**config.mk**
```make
export PLATFORM = sky130hd
export DESIGN_NAME = level_xfer_sched
export DESIGN_NICKNAME = d
export VERILOG_FILES = /design/src/rtl/xfer_pkg.sv /design/src/rtl/rr_arbiter.sv /design/src/rtl/level_xfer_sched.sv
export SDC_FILE = /design/constraint.sdc
export NUM_CORES = 1
export LEC_CHECK = 0
export ABC_AREA = 1
export ABC_CLOCK_PERIOD_IN_PS = 2820
export CAP_MARGIN = 20
export CORE_ASPECT_RATIO = 1.25
export CORE_UTILIZATION = 45
export CTS_CLUSTER_DIAMETER = 50
export CTS_CLUSTER_SIZE = 10
export DETAILED_ROUTE_END_ITERATION = 6
export GPL_ROUTABILITY_DRIVEN = 1
export HOLD_SLACK_MARGIN = 0.05
export PLACE_DENSITY = 0.75
export SYNTH_ARGS = -nofsm -noshare
export SYNTH_HDL_FRONTEND = slang
export SYNTH_SLANG_ARGS = --single-unit
```
**constraint.sdc**
```tcl
create_clock -name clk -period 2.82 [get_ports clk]
set_input_delay 0.564 -clock clk [delete_from_list [all_inputs] [get_ports clk]]
set_output_delay 0.564 -clock clk [all_outputs]
set_load 0.01 [all_outputs]
```
**src/rtl/xfer_pkg.sv**
```systemverilog
// Shared types and helpers for the level-handshake crossing scheduler.
package xfer_pkg;

   typedef enum logic [2:0] {
      IDLE,
      PH_HI,
      PH_LO,
      FIN,
      ABORT
   } state_t;

   localparam int unsigned N_REQ_DEF   = 4;
   localparam int unsigned DW_DEF      = 8;
   localparam int unsigned TIMEOUT_DEF = 255;

   // Ceiling log2, never below 1 so a 1-bit field always exists.
   function automatic int unsigned clog2(input int unsigned x);
      int unsigned w;
      w = 1;
      while ((64'd1 << w) < 64'(x)) w++;
      return w;
   endfunction

   // Wait counter must hold values 0..timeout.
   function automatic int unsigned to_cnt_w(input int unsigned timeout);
      return clog2(timeout + 1);
   endfunction

endpackage

```
**src/rtl/rr_arbiter.sv**
```systemverilog
// Combinational round-robin pick: first set request at or after ptr, wrapping.
module rr_arbiter
   import xfer_pkg::*;
#(
   parameter  int unsigned N  = 4,
   localparam int unsigned IW = clog2(N)
) (
   input  logic [N-1:0]  req_i,
   input  logic [IW-1:0] ptr_i,
   output logic [N-1:0]  gnt_o,
   output logic [IW-1:0] gnt_idx_o
);

   logic [IW-1:0] idx;
   logic          found;

   // Scan N positions starting at ptr; the first hit wins
   always_comb begin
      gnt_o     = '0;
      gnt_idx_o = '0;
      found     = 1'b0;
      idx       = '0;
      for (int unsigned i = 0; i < N; i++) begin
         idx = IW'((32'(ptr_i) + i) % N);
         if (!found && req_i[idx]) begin
            found      = 1'b1;
            gnt_o[idx] = 1'b1;
            gnt_idx_o  = idx;
         end
      end
   end

endmodule

```
**src/rtl/level_xfer_sched.sv**
```systemverilog
// Round-robin scheduler sharing one 4-phase level-handshake crossing
// between N_REQ source-domain requesters.
module level_xfer_sched
   import xfer_pkg::*;
#(
   parameter  int unsigned N_REQ   = N_REQ_DEF,
   parameter  int unsigned DW      = DW_DEF,
   parameter  int unsigned TIMEOUT = TIMEOUT_DEF,
   localparam int unsigned IW      = clog2(N_REQ)
) (
   input  logic                clk,
   input  logic                rst,
   input  logic [N_REQ-1:0]    req,
   input  logic [N_REQ*DW-1:0] req_data,
   output logic [N_REQ-1:0]    done,
   output logic                busy,
   output logic                xfer_lvl,
   output logic [DW-1:0]       xfer_data,
   output logic [IW-1:0]       xfer_id,
   input  logic                ack_lvl,
   output logic                timeout_err
);

   localparam int unsigned CNT_W = to_cnt_w(TIMEOUT);

   state_t           state_q, state_d;
   logic [CNT_W-1:0] cnt_q, cnt_d;
   logic [IW-1:0]    ptr_q, ptr_d;
   logic [IW-1:0]    id_q;
   logic [N_REQ-1:0] mask_q;
   logic [DW-1:0]    data_q;
   logic             lvl_q, lvl_d;
   logic             to_q, to_d;
   logic [N_REQ-1:0] gnt;
   logic [IW-1:0]    gnt_idx;
   logic             wait_expired;

   rr_arbiter #(.N(N_REQ)) u_arb (
      .req_i     (req),
      .ptr_i     (ptr_q),
      .gnt_o     (gnt),
      .gnt_idx_o (gnt_idx)
   );

   assign wait_expired = (cnt_q == CNT_W'(TIMEOUT - 1));

   // State, wait counter, pointer and the flopped handshake/error outputs
   always_ff @(posedge clk or posedge rst) begin
      if (rst) begin
         state_q <= IDLE;
         cnt_q   <= '0;
         ptr_q   <= '0;
         lvl_q   <= 1'b0;
         to_q    <= 1'b0;
      end else begin
         state_q <= state_d;
         cnt_q   <= cnt_d;
         ptr_q   <= ptr_d;
         lvl_q   <= lvl_d;
         to_q    <= to_d;
      end
   end

   // Next state; the counter only advances while staying in a wait phase,
   // so any state change clears it
   always_comb begin
      state_d = state_q;
      cnt_d   = '0;
      ptr_d   = ptr_q;
      case (state_q)
         IDLE: begin
            if ((|req) && !ack_lvl) state_d = PH_HI;
         end
         PH_HI: begin
            if (ack_lvl)           state_d = PH_LO;
            else if (wait_expired) state_d = ABORT;
            else                   cnt_d   = cnt_q + 1'b1;
         end
         PH_LO: begin
            if (!ack_lvl)          state_d = FIN;
            else if (wait_expired) state_d = ABORT;
            else                   cnt_d   = cnt_q + 1'b1;
         end
         FIN: begin
            state_d = IDLE;
         end
         ABORT: begin
            if (!ack_lvl) state_d = IDLE;
         end
         default: state_d = IDLE;
      endcase
      if ((state_q == FIN) || (state_q == ABORT))
         ptr_d = (id_q == IW'(N_REQ - 1)) ? '0 : id_q + 1'b1;
   end

   // Outputs; xfer_lvl and timeout_err come straight from flops since
   // xfer_lvl feeds a synchronizer and must not glitch on state decode
   always_comb begin
      lvl_d = (state_d == PH_HI);
      to_d  = (state_d == ABORT) && (state_q != ABORT);
      done  = (state_q == FIN) ? mask_q : '0;
      busy  = (state_q != IDLE);
   end

   // Payload, id and winner mask captured once at grant, held until next grant
   always_ff @(posedge clk or posedge rst) begin
      if (rst) begin
         data_q <= '0;
         id_q   <= '0;
         mask_q <= '0;
      end else if ((state_q == IDLE) && (state_d == PH_HI)) begin
         data_q <= req_data[gnt_idx*DW +: DW];
         id_q   <= gnt_idx;
         mask_q <= gnt;
      end
   end

   assign xfer_lvl    = lvl_q;
   assign timeout_err = to_q;
   assign xfer_data   = data_q;
   assign xfer_id     = id_q;

endmodule

```
Word-level counts from Yosys, hierarchy flattened
Cells that the tools add are included.
{"block": "totals", "romBits": 0, "n_memories": 0, "regBits": 29, "latchBits": 0, "ramBits": 0}
{"block": "op_classes", "bitwise_logic": 3, "n_shift": 1, "n_div": 0, "magnitude_cmp": 8, "eq_ne": 9, "muxes": 39, "reduce_logical": 18, "n_addsub": 5, "mul": 0}
{"operator": "$shiftx 32x6->8", "n": 1}
{"operator": "$mux 8", "n": 3}
{"operator": "$mux 4", "n": 5}
{"operator": "$pmux 8 s2", "n": 1}
{"operator": "$mux 3", "n": 5}
{"operator": "$lt 2x3->1 const B", "n": 4}
{"operator": "$or 4x4->4", "n": 3}
{"operator": "$pmux 3 s4", "n": 1}
{"operator": "$mux 1", "n": 11}
{"operator": "$logic_and 1x1->1", "n": 10}
{"operator": "$mux 2", "n": 5}
{"operator": "$add 8x1->8 const B", "n": 1}
{"operator": "$bmux 1 s2", "n": 4}
{"operator": "$demux 1 s2", "n": 4}
{"operator": "$eq 8x8->1 const B", "n": 1}
{"operator": "$ge 2x1->1 const B", "n": 4}
{"operator": "$eq 3x1->1 const B", "n": 2}
{"operator": "$eq 3x2->1 const B", "n": 2}
{"operator": "$eq 3x3->1 const B", "n": 2}
{"operator": "$add 2x1->2 const B", "n": 2}
{"operator": "$add 2x2->2 const B", "n": 2}
{"operator": "$logic_not 1->1", "n": 4}
{"operator": "$reduce_or 4->1", "n": 1}
{"operator": "$logic_not 3->1", "n": 1}
{"operator": "other kinds (4)", "n": 4}

Depth between registers and ports, before layout
Gate-level depths: netlist of run 1.
{"block": "depth", "word_depth": 13, "mapped_depth": 16, "mapped_depth_nobuf": 14}

Cells and area by module
From an unflattened synthesis of run 1, not the netlist that was laid out.
{"block": "unflattened", "hier_cells": 301, "hier_area_um2": 2098.3}
{"module": "level_xfer_sched", "seq_area_each_um2": 725.7, "instances": 1, "area_each_um2": 1621.6, "cells_per_inst": 219}
{"module": "rr_arbiter", "seq_area_each_um2": 0.0, "instances": 1, "area_each_um2": 476.7, "cells_per_inst": 82}

Worst setup path after synthesis of run 1
Ideal clock, no wire load.
{"block": "synth_path", "path_type": "flip-flop to flip-flop", "from": "register ptr_q[1]", "to": "register data_q[2], in the netlist xfer_data[2]", "period_less_slack_ns": 2.146, "setup_slack_ns": 0.674, "stages_incl_launch_ff": 14, "t_arrival_ns": 2.022, "cell_sequence": "dfrtp_1 inv_1 ha_1 inv_1 nand3_1 nand2_4 nor2_4 nor2_1 nand2_4 nand2_4 buf_6 or2_0 nand3_1 nand3_1"}
{"block": "synth_between", "elab_chain_cells": 13}
{"element": "from (decl)", "line": "level_xfer_sched.sv:28", "text": "logic [IW-1:0] ptr_q, ptr_d;"}
{"element": "from (signal assigned)", "line": "level_xfer_sched.sv:58", "text": "ptr_q <= ptr_d;"}
{"element": "branches (longest 11 deep; another with $add 2x1->2)"}
{"element": "$mux 2 *", "line": "rr_arbiter.sv:25", "text": "if (!found && req_i[idx]) begin"}
{"element": "$shiftx 32x6->8 *", "line": "level_xfer_sched.sv:112", "text": "data_q <= req_data[gnt_idx*DW +: DW];"}
{"element": "to (signal assigned)", "line": "level_xfer_sched.sv:112"}
{"element": "to (decl)", "line": "level_xfer_sched.sv:31", "text": "logic [DW-1:0] data_q;"}
Mark *: on every way between the ends. The select of a mux whose other input is x is not followed.
A chain may end at the register's enable or synchronous reset.

Worst setup path in the final report of run 1
{"block": "layout_path", "from": "register ptr_q[1]", "to": "register data_q[3], in the netlist xfer_data[3]"}
Same word-level chain as after synthesis.

==> run_results.csv, run 1 <==
group,metric,value,unit
critical_path,rrSetupSlack,0.53,ns
critical_path,rr_worst_depth,13,
logic_synthesis,netlist_area,2100,um2
pwr,ir_worst_vdd,0.000611,V
clocking,clk-insertion-delay-late,0.27,ns
global_route,gr-total-overflow,0,
pwr,p_per_area,1030,nW/um2
sta,min_period_over_period,0.812,
finish,nets,413,
critical_path,worstSetupStartpointType,"register",
critical_path,end_kind,"register",
logic_synthesis,synth_top_area_frac,0.345,
clocking,clk_pin_slew,0.06,ns
logic_synthesis,avgSynthCellArea,6.97,um2
outcome,outcome,"complete, no violations",
critical_path,cp.arrival,2.45,ns
logic_synthesis,synth-xor-area-share,0.0166,
routing,wl_per_cell,11.2,um
finish,drive_gt1_frac,0.0799,
place,port-buffer-count,55,
logic_synthesis,synth.area.top_cells,"dfrtp_1 34%, nand2_1 16%, inv_1 9.6%",
logic_synthesis,synthAdderAreaFrac,0.0654,
logic_synthesis,synthMuxAreaShare,0,
sta,relSlewSlack,0.756,
floorplan,pin_count,56,
logic_synthesis,synth_edf_count,0,
floorplan,row_count,27,
sta,worst_slew_pin_slew,0.365,ns
finish,area_growth,33.2,%
floorplan,initial_core_util,0.472,
logic_synthesis,async_flop_share,1.00,
floorplan,fp.coreArea,4460,um2
sta,min_period,2.29,ns
sta,fmax,437,MHz
place,place_congestion,0.841,
critical_path,crit_type,"register to register",
job,drv_cap,0,
routing,vias,2069,
sta,fin_setup_tns,0,ns
global_route,antenna_found_initial,0,
logic_synthesis,synth_top_cell_by_area,"dfrtp_1",
logic_synthesis,syn_inst,302,
routing,viasPerCell,4.91,
clocking,cts_resized,0,
finish,n_antenna_cell,0,
clocking,cts_buffers,5,
logic_synthesis,synth_cell_types,30,
logic_synthesis,syn_nets,352,
logic_synthesis,yosysSeqAreaShare,0.345,
routing,drcViolationCount,0,
sta,holdWs,0.479,ns
floorplan,dieWidth,63.2,um
critical_path,critPathRequiredTime,2.98,ns
pwr,p_leak,1.45,nW
clocking,cts_tree,"yes",
clocking,root_buffer,"clkbuf_8",
routing,drt_wl_total,4730,um
place,dpl.hpwl,3790,um
sta,finClkSkew,0.00305,ns
routing,firstDrtPassIters,4,
sta,final_max_slew_viol_count,0,
logic_synthesis,synth_ff_type,"dfrtp_1",
global_route,grt_pass1_vias,1919,
logic_synthesis,synth_commonest_cells,"88 x nand2_1, 54 x inv_1, 29 x dfrtp_1, 29 x nand3_1, 23 x nor2_1",
critical_path,crit_fanout,20,
clocking,clockBufferDepth,2,
sta,hold_violations,0,
worst_hold_path,min_to,"xfer_data[6]",
routing,drt_iter0_markers,91,
sta,finalSetupViolCount,0,
finish,final_util,0.629,
global_route,grt_pass1_wl,8160,um
worst_hold_path,hold_start,"xfer_data[6]",
worst_hold_path,hold_class,"register to register",
clocking,post_cts_buffers,0,
finish,fill_cells,434,
clocking,postCtsHoldBufs,0,
worst_hold_path,min_path_cells,2,
sta,rsz0062_at_grt,"false",
global_route,grt_max_degree,30,
clocking,cts_sinks,29,
logic_synthesis,synth_most_common_cell,"nand2_1",
logic_synthesis,ys.warnings.count,0,
logic_synthesis,synth_top_family_by_area,"simple AND/OR/NAND/NOR gates",
critical_path,r2r-end,"xfer_data[3]",
routing,ant_nets,0,
global_route,groute.usage.overall,0.208,
logic_synthesis,synth-simple-area-share,0.378,
floorplan,die_h,78.5,um
critical_path,r2r-start,"ptr_q[1]",
logic_synthesis,ys_ff_latch,29,
logic_synthesis,synth-compound-area-share,0.0678,
floorplan,dieArea,4960,um2
clocking,htree_levels,2,
-- cells in the final DEF (no fill, tap or decap), drive strengths merged, types with 6 or more instances in the layout --
cell and instances:
ha 11, a21oi 7, nor3 6, clkbuf 7, inv 57, dfrtp 29, nor2 25, o21ai 9
nand2 99, clkdlybuf4s50 55, nand3 30
-- sequential cells by signal (all words and copies together), names as in the netlist --
name,count
timeout_err,1
cnt_q,8
xfer_lvl,1
xfer_id,2
state_q,3
mask_q,4
ptr_q,2
xfer_data,8
-- layout make-up --
cell class                      count  area [um2]  share of cell area
Clock buffer                        7        86.3              0.0308
Inverter                           58         226              0.0808
Multi-Input combinational cell    210        1110               0.396
Sequential cell                    29         726               0.259
Tap cell                           58        72.6              0.0259
Timing Repair Buffer               59         581               0.207
-- worst max path at each step --
stage                        end  slack (ns)  depth (start not counted)      from
floorplan           xfer_data[2]        0.67                         13  ptr_q[1]
global placement    xfer_data[3]        0.41                         14    req[3]
detailed placement  xfer_data[3]        0.36                         14    req[3]
CTS                 xfer_data[3]        0.55                         13  ptr_q[1]
global route        xfer_data[3]        0.22                         13  ptr_q[1]
finish              xfer_data[3]        0.53                         13  ptr_q[1]
-- critical path: stages, from the launching register on --
cell	delay, ns
dfrtp_1	0.49
inv_1	0.10
ha_1	0.37
inv_1	0.07
nand3_1	0.12
nand2_4	0.09
a21oi_1	0.19
nand2_2	0.16
nand2_4	0.22
inv_2	0.10
nand2_1	0.07
nand2_1	0.05
nand2_1	0.06
nand3_1	0.08
-- report_power, final --
group,internal (mW),total (mW),switching [mW]
registers,0.565,0.679,0.114
logic,0.724,1.88,1.15
clock network,0.193,0.333,0.140
total,1.48,2.89,1.41
-- per-layer routing --
metal  vias to the layer above  share of wire  routed length, um  global-route usage
li1                       1057              -                  -                   -
met1                       945           0.42               2000               0.234
met2                        59           0.52               2460               0.370
met3                         8          0.040                191              0.0480
met4                         0          0.015                 72              0.0907
met5                         -              0                  0                   0
-- per-stage QoR --
| stage | power (mW) | cell area [um2] | setup slack [ns] | cells |
|---|---|---|---|---|
| finish | 2.89 | 2800 | 0.530 | 421 |
| global route | 3.20 | 2800 | 0.219 | 421 |
| CTS | 2.90 | 2800 | 0.548 | 421 |
| detailed placement | 2.56 | 2720 | 0.358 | 414 |
| global placement | 2.52 | 2720 | 0.413 | 414 |
| floorplan | 2.08 | 2100 | 0.674 | 302 |
-- kinds of logic after synthesis --
kind of cell / after synthesis
and+or+nand+nor: 170
DFF: 29
xor gates and xnor gates: 4
AOI/OAI and AO/OA: 25
buffers and inverters: 63
adders and majority gates: 11
Note: power is estimated with default switching activity, not from simulation.
==> inputs of run 2 (changes only) <==
--- a/config.mk
+++ b/config.mk
@@ -6,7 +6,7 @@
 export NUM_CORES = 1
 export LEC_CHECK = 0
 export ABC_AREA = 1
-export ABC_CLOCK_PERIOD_IN_PS = 2820
+export ABC_CLOCK_PERIOD_IN_PS = 2200
 export CAP_MARGIN = 20
 export CORE_ASPECT_RATIO = 1.25
 export CORE_UTILIZATION = 45
==> constraint.sdc (replaced) <==
create_clock -name clk -period 2.2 [get_ports clk]
set_input_delay 0.44 -clock clk [delete_from_list [all_inputs] [get_ports clk]]
set_output_delay 0.44 -clock clk [all_outputs]
set_load 0.01 [all_outputs]
==> run 2 against run 1 <==
Net effect: critical endpoint is now done[2]; via count fell by 0.24%; register-to-register slack got worse by 0.36 ns; worst hold slack improved by 0.00063 ns; global-route usage fell by 0.14 points; non-clock buffer count rose by 10; count of clock-buffer cells in the layout did not move; worst setup slack got worse by 0.43 ns; power rose by 35%; critical path type is now register to output pin; critical path depth fell by 8; clock power rose by 31%; highest routed layer unchanged; sequential share of layout area fell by 0.81 points.
==> run_results.csv, run 2 (synthesized netlist as in run 1, its figures left out) <==
group,metric,value,unit
routing,viasPerCell,4.79,
clocking,clk-insertion-delay-late,0.28,ns
global_route,grt_max_degree,30,
critical_path,crit_type,"register to output pin",
job,drv_cap,0,
floorplan,row_count,27,
clocking,cts_sinks,29,
critical_path,slowest_delay,0.55,ns
worst_hold_path,hold_start,"xfer_data[6]",
critical_path,cp.arrival,1.66,ns
sta,hold_violations,0,
critical_path,r2r-start,"ptr_q[0]",
floorplan,fp.coreArea,4460,um2
global_route,gr-total-overflow,0,
floorplan,initial_core_util,0.472,
sta,finClkSkew,0.00549,ns
routing,firstDrtPassIters,4,
global_route,antenna_found_initial,0,
pwr,p_per_area,1350,nW/um2
global_route,grt_pass1_vias,1952,
global_route,groute.usage.overall,0.207,
routing,wl_per_cell,10.6,um
floorplan,pin_count,56,
global_route,grt_pass1_wl,8050,um
critical_path,critPathRequiredTime,1.76,ns
critical_path,cpMostUsedCell,"nor2_1",
finish,drive_gt1_frac,0.113,
finish,nets,423,
routing,vias,2064,
clocking,cts_tree,"yes",
outcome,outcome,"complete, no violations",
sta,min_period_over_period,0.956,
place,port-buffer-count,55,
global_route,busiest_layer,"met2",
clocking,cts_buffers,5,
critical_path,end_kind,"output pin",
global_route,met1_usage,0.243,
global_route,use_met2,0.359,
place,dp_slack,-0.0980,ns
pwr,ir_worst_vdd,0.000906,V
critical_path,crit_path_top_delay_cell,"clkdlybuf4s50_1",
clocking,clk_pin_slew,0.06,ns
floorplan,die_h,78.5,um
pwr,p_leak,1.50,nW
sta,timing.final.ws_setup,0.0962,ns
sta,min_period,2.10,ns
place,dpl.hpwl,3670,um
sta,final_max_slew_viol_count,0,
sta,fin_setup_tns,0,ns
finish,final_cells,431,
finish,n_antenna_cell,0,
place,place_congestion,0.829,
clocking,clockBufferDepth,2,
critical_path,crit_path_start,"state_q[1]",
critical_path,crit_fanout,5,
finish,area_growth,37.7,%
clocking,htree_levels,2,
routing,drcViolationCount,0,
routing,drt_wl_total,4580,um
finish,layout_commonest_cell,"nand2_1",
floorplan,dieWidth,63.2,um
finish,fill_cells,428,
sta,fmax,475,MHz
clocking,root_buffer,"clkbuf_8",
worst_hold_path,hold_class,"register to register",
sta,rsz0062_at_grt,"true",
critical_path,worstSetupStartpointType,"register",
sta,finalSetupViolCount,0,
critical_path,path_cells,"inv_1, nor2_1, nand2_2, nor2_1, clkdlybuf4s50_1",
finish,mostFrequentLayoutCells,"87 x nand2_1, 55 x clkdlybuf4s50_1, 54 x inv_1",
floorplan,dieArea,4960,um2
sta,relSlewSlack,0.762,
finish,final_util,0.650,
routing,drt_iter0_markers,89,
sta,worst_slew_pin_slew,0.357,ns
place,placed_cells,423,
routing,ant_nets,0,
global_route,met3_usage,0.0349,
==> run 2: per-stage QoR <==
| stage | area (um2) | hold WS, ns | power [mW] |
|---|---|---|---|
| global route | 2900 | 0.502 | 4.34 |
| detailed placement | 2780 | 0.467 | 3.39 |
| finish | 2900 | 0.480 | 3.91 |
| CTS | 2870 | 0.481 | 3.83 |
| global placement | 2780 | 0.464 | 3.34 |
| floorplan | 2100 | 0.454 | 2.66 |
==> run 2: worst max-delay path, delay by kind of cell, from the launching register on <==
family | cells | cell delay, ns
AND/OR/NAND/NOR | 3 | 0.35
buffers and inverters | 2 | 0.64
flip-flops | 1 | 0.40
==> run 2: per-layer routing <==
metal  vias up  share of wire
li1       1080              -
met1       938           0.44
met2        39           0.51
met3         7          0.030
met4         0          0.022
met5         -              0
==> run 2: where the power goes <==
group / internal [mW] / switching (mW)
registers: 0.726 / 0.122
clock network: 0.247 / 0.188
logic: 1.09 / 1.54
==> run 2: final cells by class <==
cell class | instances | area [um2] | area share
Multi-Input combinational cell | 210 | 1130 | 0.390
Sequential cell | 29 | 727 | 0.251
Clock buffer | 7 | 86.3 | 0.0298
Tap cell | 58 | 72.6 | 0.0250
Timing Repair Buffer | 69 | 656 | 0.226
Inverter | 58 | 226 | 0.0782
==> run 2: what timing repair did <==
action	CTS	global route
gates resized for setup	0	5
buffers inserted	0	1
endpoints found under the setup margin	0	12
hold buffers	0	0
==> run 2: worst paths after layout <==
kind / endpoint / slack, ns / cells after the start
setup / recovery: done[2] / 0.1 / 5
hold / removal: xfer_data[6] / 0.48 / 2
setup reg to reg: xfer_data[2] / 0.17 / 11
hold reg to reg: xfer_data[6] / 0.48 / 2
max in group asynchronous: ptr_q[0] / 1.38 / 3
min in group asynchronous: timeout_err / 0.53 / 3
==> inputs of run 3 (changes only) <==
--- a/config.mk
+++ b/config.mk
@@ -8,14 +8,17 @@
 export ABC_AREA = 1
 export ABC_CLOCK_PERIOD_IN_PS = 2200
 export CAP_MARGIN = 20
+export CELL_PAD_IN_SITES_DETAIL_PLACEMENT = 0
+export CELL_PAD_IN_SITES_GLOBAL_PLACEMENT = 1
 export CORE_ASPECT_RATIO = 1.25
-export CORE_UTILIZATION = 45
+export CORE_UTILIZATION = 34
 export CTS_CLUSTER_DIAMETER = 50
 export CTS_CLUSTER_SIZE = 10
 export DETAILED_ROUTE_END_ITERATION = 6
 export GPL_ROUTABILITY_DRIVEN = 1
 export HOLD_SLACK_MARGIN = 0.05
-export PLACE_DENSITY = 0.75
+export PLACE_DENSITY_LB_ADDON = 0.1
 export SYNTH_ARGS = -nofsm -noshare
 export SYNTH_HDL_FRONTEND = slang
+export SYNTH_HIERARCHICAL = 1
 export SYNTH_SLANG_ARGS = --single-unit
==> run 3 against run 2 <==
Net effect: die area grew 31%; first-iteration DRC count shrank 38%; sequential share of layout area shrank 1.9 points; global-route usage shrank 3.5 points; clock power shrank 2%; critical path type is now register to register; wire length grew 24%; critical endpoint is now xfer_data[3]; combinational power grew 28%; final cell count grew 7.0%; design area grew 7.8%.
==> run_results.csv, run 3 <==
group,metric,value,unit
critical_path,cp.arrival,2.31,ns
critical_path,crit_fanout,8,
global_route,grt_pass1_vias,1948,
critical_path,r2r-end,"xfer_data[3]",
worst_hold_path,hold_class,"register to register",
logic_synthesis,synth-compound-area-share,0.110,
routing,vias,2144,
finish,mostFrequentLayoutCells,"77 x nand2_1, 51 x clkdlybuf4s50_1, 35 x nand3_1",
logic_synthesis,synth_top_family_by_area,"simple AND/OR/NAND/NOR gates",
clocking,clockBufferDepth,2,
routing,ant_nets,0,
routing,drt_iter0_markers,55,
routing,drcViolationCount,0,
floorplan,die_h,89.8,um
place,placed_cells,448,
critical_path,slowest_delay,0.42,ns
sta,hold_violations,0,
critical_path,critPathRequiredTime,2.37,ns
critical_path,rrSetupSlack,0.06,ns
clocking,htree_levels,2,
global_route,groute.usage.overall,0.172,
finish,n_antenna_cell,0,
critical_path,crit_path_top_delay_cell,"dfrtp_1",
sta,relSlewSlack,0.750,
pwr,finalPower,4.60,mW
pwr,switchingPower,2.03,mW
critical_path,cp_num_buf_inv,4,
finish,layout_commonest_cell,"nand2_1",
critical_path,end_kind,"register",
clocking,root_buffer,"clkbuf_8",
logic_synthesis,synth-simple-area-share,0.378,
critical_path,path_cells,"inv_6, ha_4, inv_2, nand3_1, nand2_1, nand2_2, nor2_2, nor2_2, nor2_4, buf_12, clkbuf_16, a21oi_1, o21ai_0, nand4_1, nand2_1",
logic_synthesis,yosysSeqAreaShare,0.346,
logic_synthesis,ys.warnings.count,6,
floorplan,initial_core_util,0.358,
worst_hold_path,hold_start,"xfer_data[4]",
logic_synthesis,synth_commonest_cells,"79 x nand2_1, 39 x nand3_1, 36 x inv_1",
logic_synthesis,synth_top_cell_by_area,"dfrtp_1",
sta,finalSetupViolCount,0,
clocking,cts_sinks,29,
finish,area_growth,48.9,%
pwr,seqPwrFrac,0.176,
logic_synthesis,syn_inst,301,
place,dpl.hpwl,3970,um
logic_synthesis,synth_most_common_cell,"nand2_1",
logic_synthesis,async_flop_share,1.00,
logic_synthesis,synth_top_area_frac,0.346,
floorplan,row_count,31,
floorplan,dieArea,6490,um2
place,place_area,2860,um2
worst_hold_path,min_to,"xfer_data[4]",
clocking,clk-insertion-delay-late,0.28,ns
sta,min_period_over_period,0.971,
pwr,ir_worst_vdd,0.000758,V
sta,fmax,468,MHz
logic_synthesis,synth-xor-area-share,0.0167,
sta,final_max_slew_viol_count,0,
routing,drt_wl_total,5670,um
finish,nets,425,
routing,wl_per_cell,12.3,um
sta,fin_setup_tns,0,ns
logic_synthesis,synth_cell_types,26,
floorplan,fp.coreArea,5860,um2
logic_synthesis,synthAdderAreaFrac,0.0477,
finish,stdcell_area,3120,um2
global_route,grt_max_degree,34,
logic_synthesis,synth_edf_count,0,
global_route,grt_pass1_wl,8910,um
place,port-buffer-count,55,
critical_path,rr_worst_depth,15,
floorplan,dieWidth,72.3,um
pwr,p_per_area,1470,nW/um2
pwr,intPower,2.57,mW
outcome,outcome,"complete, no violations",
critical_path,worstSetupStartpointType,"register",
pwr,switching_share,0.441,
critical_path,crit_type,"register to register",
global_route,antenna_found_initial,0,
routing,firstDrtPassIters,4,
worst_hold_path,min_path_cells,2,
place,place_congestion,0.825,
finish,final_cells,461,
finish,drive_gt1_frac,0.166,
critical_path,r2r-start,"ptr_q[0]",
job,drv_cap,0,
logic_synthesis,synth.area.top_cells,"dfrtp_1 35%, nand2_1 14%, nand3_1 9.3%",
logic_synthesis,synth_ff_type,"dfrtp_1",
floorplan,pin_count,56,
logic_synthesis,avgSynthCellArea,6.97,um2
pwr,pwr-share-clk,0.093,
logic_synthesis,synthMuxAreaShare,0,
pwr,combPwrFrac,0.731,
finish,fill_cells,585,
pwr,p_leak,1.53,nW
clocking,cts_tree,"yes",
sta,worst_slew_pin_slew,0.376,ns
routing,viasPerCell,4.65,
logic_synthesis,syn_nets,348,
sta,finClkSkew,0.00851,ns
clocking,cts_buffers,5,
critical_path,cp_top_family,"simple AND/OR/NAND/NOR gates",
clocking,clk_pin_slew,0.06,ns
logic_synthesis,netlist_area,2100,um2
global_route,gr-total-overflow,0,
logic_synthesis,ys_ff_latch,29,
sta,min_period,2.14,ns
-- run 3: final cells by class --
| cell class | count | area (um2) | area share |
|---|---|---|---|
| multi-input combinational | 223 | 1220 | 0.389 |
| timing repair buffer | 79 | 838 | 0.268 |
| sequential | 29 | 726 | 0.232 |
| inverter | 40 | 155 | 0.0497 |
| tap | 82 | 103 | 0.0328 |
| clock buffer | 5 | 68.8 | 0.0220 |
| clock inverter | 3 | 17.5 | 0.00561 |
-- run 3: logic make-up after synthesis --
family,after synthesis
adder cells (fa/ha/maj),8
AND/OR/NAND/NOR,171
AO/OA/AOI/OAI,40
flip-flops,29
XOR/XNOR,4
buffers and inverters,49
-- run 3: metrics by stage --
| stage | worst slack [ns] | hold slack [ns] | utilization |
|---|---|---|---|
| 3_5_place_dp | -0.0853 | 0.466 | 0.489 |
| 6_report | 0.0632 | 0.478 | 0.533 |
| 4_1_cts | 0.00526 | 0.482 | 0.504 |
| 2_1_floorplan | 0.00786 | 0.442 | - |
| 3_3_place_gp | -0.0701 | 0.457 | 0.489 |
| 5_1_grt | -0.0743 | 0.500 | 0.533 |
-- run 3: power groups by stage --
| stage | Clock (mW) | Sequential (mW) | Combinational [mW] |
|---|---|---|---|
| 5_1_grt | 0.465 | 0.829 | 3.68 |
| 3_5_place_dp | 0 | 0.808 | 2.63 |
| 2_1_floorplan | 0 | 0.850 | 1.63 |
| 4_1_cts | 0.445 | 0.805 | 2.65 |
| 3_3_place_gp | 0 | 0.811 | 2.62 |
| 6_report | 0.427 | 0.808 | 3.36 |
-- run 3: worst max path at each step --
stage / start / cells after the start / endpoint / slack, ns
floorplan: ptr_q[1] / 14 / xfer_data[3] / 0.008
global placement: req[3] / 14 / xfer_data[5] / -0.07
detailed placement: req[0] / 14 / xfer_data[6] / -0.09
CTS: ptr_q[0] / 14 / xfer_data[4] / 0.005
global route: ptr_q[0] / 15 / xfer_data[7] / -0.07
finish: ptr_q[0] / 15 / xfer_data[3] / 0.06
-- run 3: per-layer routing --
metal  GRT usage  vias up  part of all wire
met5           0        -                 0
met4      0.0588        0             0.011
met3      0.0448        6             0.044
met2       0.261       49              0.48
met1       0.235      958              0.46
li1            -     1131                 -
-- run 3: worst register-to-register path: cells and delay by family, from the launching register on --
kind                     cells  cell delay, ns
AND/OR/NAND/NOR              8            0.69
flip-flops                   1            0.42
buffers and inverters        4            0.41
adder cells (fa/ha/maj)      1            0.29
AO/OA/AOI/OAI                2            0.22
-- run 3: repair_timing --
item                                    in CTS  in global routing
buffers inserted                             0                  1
resized for setup                            1                 19
hold buffers                                 0                  0
pin swaps                                    0                  5
endpoints found under the setup margin       1                  8
gates cloned                                 0                  4
